`config.mk`:
```
export PLATFORM = sky130hd
export DESIGN_NAME = btb_update_ctrl
export DESIGN_NICKNAME = d
export VERILOG_FILES = /design/src/rtl/btb_update_ctrl.sv
export SDC_FILE = /design/constraint.sdc
export NUM_CORES = 1
export LEC_CHECK = 0
export CELL_PAD_IN_SITES_DETAIL_PLACEMENT = 0
export CELL_PAD_IN_SITES_GLOBAL_PLACEMENT = 2
export CORE_AREA = 2 2 183 185
export CTS_CLUSTER_DIAMETER = 150
export DETAILED_ROUTE_END_ITERATION = 12
export DIE_AREA = 0 0 185 187
export GPL_TIMING_DRIVEN = 0
export PLACE_DENSITY = 0.76
export RECOVER_POWER = 100
export SLEW_MARGIN = 30
export SYNTH_ARGS = -nofsm -noshare
export SYNTH_HDL_FRONTEND = slang
export SYNTH_SLANG_ARGS = --single-unit
```
`constraint.sdc`:
```
create_clock -name clk -period 4.6 [get_ports clk]
set_input_delay 0.92 -clock clk [delete_from_list [all_inputs] [get_ports clk]]
set_output_delay 0.92 -clock clk [all_outputs]
set_load 0.005 [all_outputs]
```
`src/rtl/btb_update_ctrl.sv`:
```
// BTB write-port owner: invalidate sweep, mispredict detect, update FIFO.
// Optional macro BTB_UPDATE_CTRL_STATS_EN adds stat_mispred/stat_drop counters.
module btb_update_ctrl #(
    parameter int INDEX_W    = 10,
    parameter int TAG_W      = 20,
    parameter int TGT_W      = 32,
    parameter int FIFO_DEPTH = 4
) (
    input  logic               clk,
    input  logic               rst_n,
    input  logic               upd_valid_E,
    input  logic [TAG_W-1:0]   upd_pc_E,
    input  logic               upd_taken_E,
    input  logic [TGT_W-1:0]   upd_target_E,
    input  logic               pred_hit_E,
    input  logic [TGT_W-1:0]   pred_target_E,
    input  logic               flush_req,
    output logic               mispredict_E,
    output logic [TGT_W-1:0]   redirect_pc_E,
    output logic               upd_ready,
    output logic               busy,
    output logic               btb_we,
    output logic [INDEX_W-1:0] btb_idx,
    output logic [TAG_W-1:0]   btb_tag,
    output logic [TGT_W-1:0]   btb_target,
    output logic               btb_valid
`ifdef BTB_UPDATE_CTRL_STATS_EN
    ,
    output logic [15:0]        stat_mispred,
    output logic [15:0]        stat_drop
`endif
);

    localparam int PW = (FIFO_DEPTH > 1) ? $clog2(FIFO_DEPTH) : 1;
    localparam logic [PW:0] FULL_CNT = (PW+1)'(FIFO_DEPTH);

    typedef enum logic {SWEEP, RUN} state_t;

    state_t             r_state;
    state_t             w_state_nx;
    logic [INDEX_W-1:0] r_sidx;
    logic               w_sweep_wr;
    logic               w_pop;

    logic [TAG_W-1:0]   r_q_tag [FIFO_DEPTH];
    logic [TGT_W-1:0]   r_q_tgt [FIFO_DEPTH];
    logic               r_q_vld [FIFO_DEPTH];
    logic [PW-1:0]      r_wp;
    logic [PW-1:0]      r_rp;
    logic [PW:0]        r_cnt;

    logic               w_full;
    logic               w_mp;
    logic [TGT_W-1:0]   w_redir;
    logic [TGT_W-1:0]   w_pc_ext;
    logic               w_enq;
    logic               w_drop;

    logic               r_we;
    logic [INDEX_W-1:0] r_idx;
    logic [TAG_W-1:0]   r_tag;
    logic [TGT_W-1:0]   r_tgt;
    logic               r_vld;

    assign w_pc_ext = TGT_W'(upd_pc_E);
    assign w_full   = (r_cnt == FULL_CNT);

    // Resolve the execute-stage outcome against the fetch-time prediction
    always_comb begin
        w_mp    = 1'b0;
        w_redir = '0;
        if (upd_valid_E) begin
            if (upd_taken_E) begin
                if (!pred_hit_E || (pred_target_E != upd_target_E)) begin
                    w_mp    = 1'b1;
                    w_redir = upd_target_E;
                end
            end else if (pred_hit_E) begin
                w_mp    = 1'b1;
                w_redir = w_pc_ext + TGT_W'(4);
            end
        end
    end

    assign mispredict_E  = w_mp;
    assign redirect_pc_E = w_redir;

    // Flush wins over enqueue; a full FIFO rejects even if it pops now
    assign w_enq  = w_mp & ~flush_req & ~w_full;
    assign w_drop = w_mp & (flush_req | w_full);

    // Next state and write-port arbitration: sweep beats drain
    always_comb begin
        w_state_nx = r_state;
        w_sweep_wr = 1'b0;
        w_pop      = 1'b0;
        if (flush_req) begin
            w_state_nx = SWEEP;
        end else begin
            unique case (r_state)
                SWEEP: begin
                    w_sweep_wr = 1'b1;
                    if (r_sidx == '1) begin
                        w_state_nx = RUN;
                    end
                end
                RUN: begin
                    w_pop = (r_cnt != '0);
                end
            endcase
        end
    end

    // State register
    always_ff @(posedge clk) begin
        if (!rst_n) begin
            r_state <= SWEEP;
        end else begin
            r_state <= w_state_nx;
        end
    end

    // Sweep index restarts from zero on reset or flush
    always_ff @(posedge clk) begin
        if (!rst_n || flush_req) begin
            r_sidx <= '0;
        end else if (w_sweep_wr) begin
            r_sidx <= r_sidx + 1'b1;
        end
    end

    // FIFO pointers and occupancy
    always_ff @(posedge clk) begin
        if (!rst_n || flush_req) begin
            r_wp  <= '0;
            r_rp  <= '0;
            r_cnt <= '0;
        end else begin
            if (w_enq) begin
                r_wp <= (r_wp == PW'(FIFO_DEPTH-1)) ? '0 : r_wp + 1'b1;
            end
            if (w_pop) begin
                r_rp <= (r_rp == PW'(FIFO_DEPTH-1)) ? '0 : r_rp + 1'b1;
            end
            unique case ({w_enq, w_pop})
                2'b10:   r_cnt <= r_cnt + 1'b1;
                2'b01:   r_cnt <= r_cnt - 1'b1;
                default: r_cnt <= r_cnt;
            endcase
        end
    end

    // FIFO storage; not-taken corrections store an invalid entry
    always_ff @(posedge clk) begin
        if (w_enq) begin
            r_q_tag[r_wp] <= upd_pc_E;
            r_q_tgt[r_wp] <= upd_taken_E ? upd_target_E : '0;
            r_q_vld[r_wp] <= upd_taken_E;
        end
    end

    // Registered BTB write port
    always_ff @(posedge clk) begin
        if (!rst_n) begin
            r_we  <= 1'b0;
            r_idx <= '0;
            r_tag <= '0;
            r_tgt <= '0;
            r_vld <= 1'b0;
        end else if (w_sweep_wr) begin
            r_we  <= 1'b1;
            r_idx <= r_sidx;
            r_tag <= '0;
            r_tgt <= '0;
            r_vld <= 1'b0;
        end else if (w_pop) begin
            r_we  <= 1'b1;
            r_idx <= r_q_tag[r_rp][INDEX_W-1:0];
            r_tag <= r_q_tag[r_rp];
            r_tgt <= r_q_tgt[r_rp];
            r_vld <= r_q_vld[r_rp];
        end else begin
            r_we  <= 1'b0;
        end
    end

    assign btb_we     = r_we;
    assign btb_idx    = r_idx;
    assign btb_tag    = r_tag;
    assign btb_target = r_tgt;
    assign btb_valid  = r_vld;
    assign busy       = (r_state == SWEEP);
    assign upd_ready  = ~w_full;

`ifdef BTB_UPDATE_CTRL_STATS_EN
    logic [15:0] r_stat_mp;
    logic [15:0] r_stat_drop;

    // Saturating event counters; only reset clears them
    always_ff @(posedge clk) begin
        if (!rst_n) begin
            r_stat_mp   <= '0;
            r_stat_drop <= '0;
        end else begin
            if (w_mp && (r_stat_mp != 16'hFFFF)) begin
                r_stat_mp <= r_stat_mp + 1'b1;
            end
            if (w_drop && (r_stat_drop != 16'hFFFF)) begin
                r_stat_drop <= r_stat_drop + 1'b1;
            end
        end
    end

    assign stat_mispred = r_stat_mp;
    assign stat_drop    = r_stat_drop;
`endif

endmodule
```
==> results.sh <==
export IMPL_final_cell_mix="212 x edfxtp_1, 138 x nand2_1, 86 x dlygate4sd3_1"
export IMPL_synth_seq_cells=296
export IMPL_viasPerCell=4.95
export IMPL_rows=67
export IMPL_pre_cts_ws_ns=-0.424
export IMPL_clock_path_buffers=3
export IMPL_maxSlewViolCount=0
export IMPL_wl_per_cell_um=21.3
export IMPL_fin_hold_ws_ns=0.451
export IMPL_cts_root_buffer="clkbuf_16"
export IMPL_dieWidth_um=185
export IMPL_ys_types=43
export IMPL_cp_arrival_ns=3.62
export IMPL_dr_first_iter_drc_count=490
export IMPL_dieArea_um2=34600
export IMPL_stdcell_count=1546
export IMPL_grt_max_degree=32
export IMPL_yosysSeqAreaShare_pct=67.2
export IMPL_ant_nets=0
export IMPL_multi_input_comb_area_um2=3790
export IMPL_finClkSkew_ns=0.0200
export IMPL_gr_total_overflow=0
export IMPL_fmax_mhz=220
export IMPL_outcome="complete, no violations"
export IMPL_worstPathRequired_ns=3.68
export IMPL_hold_buffers=0
export IMPL_layout_setup_ws_ns=0.0568
export IMPL_die_height_um=187
export IMPL_syn2layout_area_growth_pct=32.0
export IMPL_leakage_nw=5.43
export IMPL_final_nets=1169
export IMPL_tightest_slew_ns=0.976
export IMPL_io_buffers=188
export IMPL_nFillCells=2985
export IMPL_route_detailed_drc=0
export IMPL_critPathLaunch="upd_target_E[10]"
export IMPL_initial_utilization_pct=36.4
export IMPL_ys_top_cells_by_area="edfxtp_1 53%, dfxtp_1 14%, mux4_2 10%"
export IMPL_synth_warnings=0
export IMPL_power_density_nw_per_um2=385
export IMPL_cp_start_kind="input pin"
export IMPL_power_mw=6.09
export IMPL_wl_um=32900
export IMPL_async_flop_share_pct=0
export IMPL_syn_nets=938
export IMPL_cp_max_fo=10
export IMPL_post_dp_hpwl_um=23500
export IMPL_r2r_start="r_state$_SDFF_PP0_"
export IMPL_gp_congestion=0.757
export IMPL_min_period_ns=4.54
export IMPL_synth_edf_count=212
export IMPL_worstSkewPairLatency_ns=0.52
export IMPL_grt_pass1_vias=7573
export IMPL_clk_pin_slew_ns=0.06
export IMPL_cts_buffers=35
export IMPL_post_route_util_pct=48.1
export IMPL_h_tree_depth=2
export IMPL_vias=7650
export IMPL_grt_pass1_wl_um=48500
export IMPL_post_place_cells=1479
export IMPL_hold_violations=0
export IMPL_maxCapViolCount=0
export IMPL_drive_gt1_share_pct=13.4
export IMPL_final_common_cell="edfxtp_1"
export IMPL_synthFlopType="edfxtp_1"
export IMPL_rsz0062_at_grt="false"
export IMPL_synth_area_per_cell_um2=14.3
export IMPL_synthCells=839
export IMPL_min_period_over_period_pct=98.8
export IMPL_synth_top_area_share_pct=53.2
export IMPL_end_kind="output pin"
export IMPL_dr_pass1_iters=5
export IMPL_setup_viol=0
export IMPL_hold_path_class="reg2reg"
export IMPL_path_class="in2out"
export IMPL_antenna_found_initial=1
export IMPL_clock_sinks=296
export IMPL_io_pins=189
export IMPL_worstHoldStart="btb_target[4]$_SDFFE_PP0P_"
export IMPL_syn_area_um2=12000
export IMPL_relSlewSlack_pct=35.0
export IMPL_cts_tree="built"
export IMPL_seqCellArea_um2=8050
export IMPL_core_area_um2=32900
export IMPL_peakVddDrop_v=0.000217
export IMPL_synth_largest_area_cell="edfxtp_1"
export IMPL_track_usage_pct=19.1
==> worst max-delay path, stage by stage <==
cell and delay [ns]:
clkdlybuf4s50_1 0.56, xor2_1 0.21, nor4_1 0.48, nand2_1 0.18, nor4_4 0.26, nor2_2 0.10, buf_6 0.16, a22o_1 0.28
clkdlybuf4s50_1 0.46
==> worst paths after layout <==
check	depth (start not counted)	slack (ns)	to
worst max-delay path	9	0.06	redirect_pc_E[9]
worst min-delay path	2	0.45	btb_target[4]$_SDFFE_PP0P_
worst max register to register	10	1.34	r_cnt[2]$_SDFFE_PP0P_
worst min register to register	2	0.45	btb_target[4]$_SDFFE_PP0P_
==> area by class of cell <==
cell class / count / share of cell area (%)
clock buffers: 40 / 5.85
flip-flops and latches: 296 / 50.9
multi-input cells: 487 / 24.0
diodes: 1 / 0.0158
repair buffers: 194 / 12.4
well taps: 448 / 3.55
inverters: 16 / 0.380
plain buffers: 40 / 1.11
clock inverters: 24 / 1.84
==> metrics by stage <==
stage | instance area (um2) | TNS [ns]
after floorplan | 12000 | 0
after global placement | 14400 | -275.29
after detailed placement | 14500 | -11.02
after CTS | 15800 | 0
after global routing | 15800 | 0
final | 15800 | 0
==> cell families (layout without fill, tap and decap cells) <==
family / count (synthesis) / after routing / synth area share, %
AOI/OAI and AO/OA: 101 / 101 / 5.23
adders and majority gates: 9 / 9 / 1.00
muxes: 55 / 55 / 10.1
xor gates and xnor gates: 49 / 49 / 3.59
buffers and inverters: 56 / 314 / 1.94
and+or+nand+nor: 273 / 273 / 10.9
DFF: 296 / 296 / 67.2
other: 0 / 1 / 0
==> where the power goes <==
group	leakage, nW	internal (mW)	total (mW)	switching [mW]
combinational	2.21	0.154	0.333	0.179
sequential	2.62	2.88	2.89	0.00666
clock	0.596	1.79	2.87	1.08
total	5.43	4.83	6.09	1.26
==> metal layers <==
metal / GRT usage [%] / wire length (um)
met5: 0 / 0
met4: 5.04 / 725
met3: 3.31 / 2120
met2: 30.9 / 15500
met1: 26.8 / 14600
==> timing repair <==
action                     in CTS  in global routing
pin swaps                       6                  5
buffers inserted                2                  0
setup endpoints to repair      33                 18
gates resized for setup        22                 18
==> flip-flops by register name, indices dropped and copies added, names as in the netlist, named ones only <==
register and flops:
r_state 1, r_cnt 3, r_sidx 10, btb_valid 1, btb_tag 20, r_q_tgt 128, r_rp 2, r_q_vld 4
r_q_tag 80, r_wp 2, btb_idx 10, btb_target 32, btb_we 1
==> Yosys cell counts (all sizes together) (2+ instances only) <==
master   number
mux4         53
a22o         17
o2bb2ai       2
nor4          8
xor2         29
nor2         27
a31oi        10
or2           2
a2111oi       2
dfxtp        84
nand2b        7
and3          8
a21oi        58
nor2b         7
buf          16
xnor2        20
mux2i         2
o21ai         4
ha            8
edfxtp      212
clkbuf       24
nand2       138
o31ai         2
or3           3
nand4         5
and2         44
o2111ai       2
inv          15
or4           2
nand3        15
nor3          6
No activity file was read; power rests on OpenSTA's default activity.
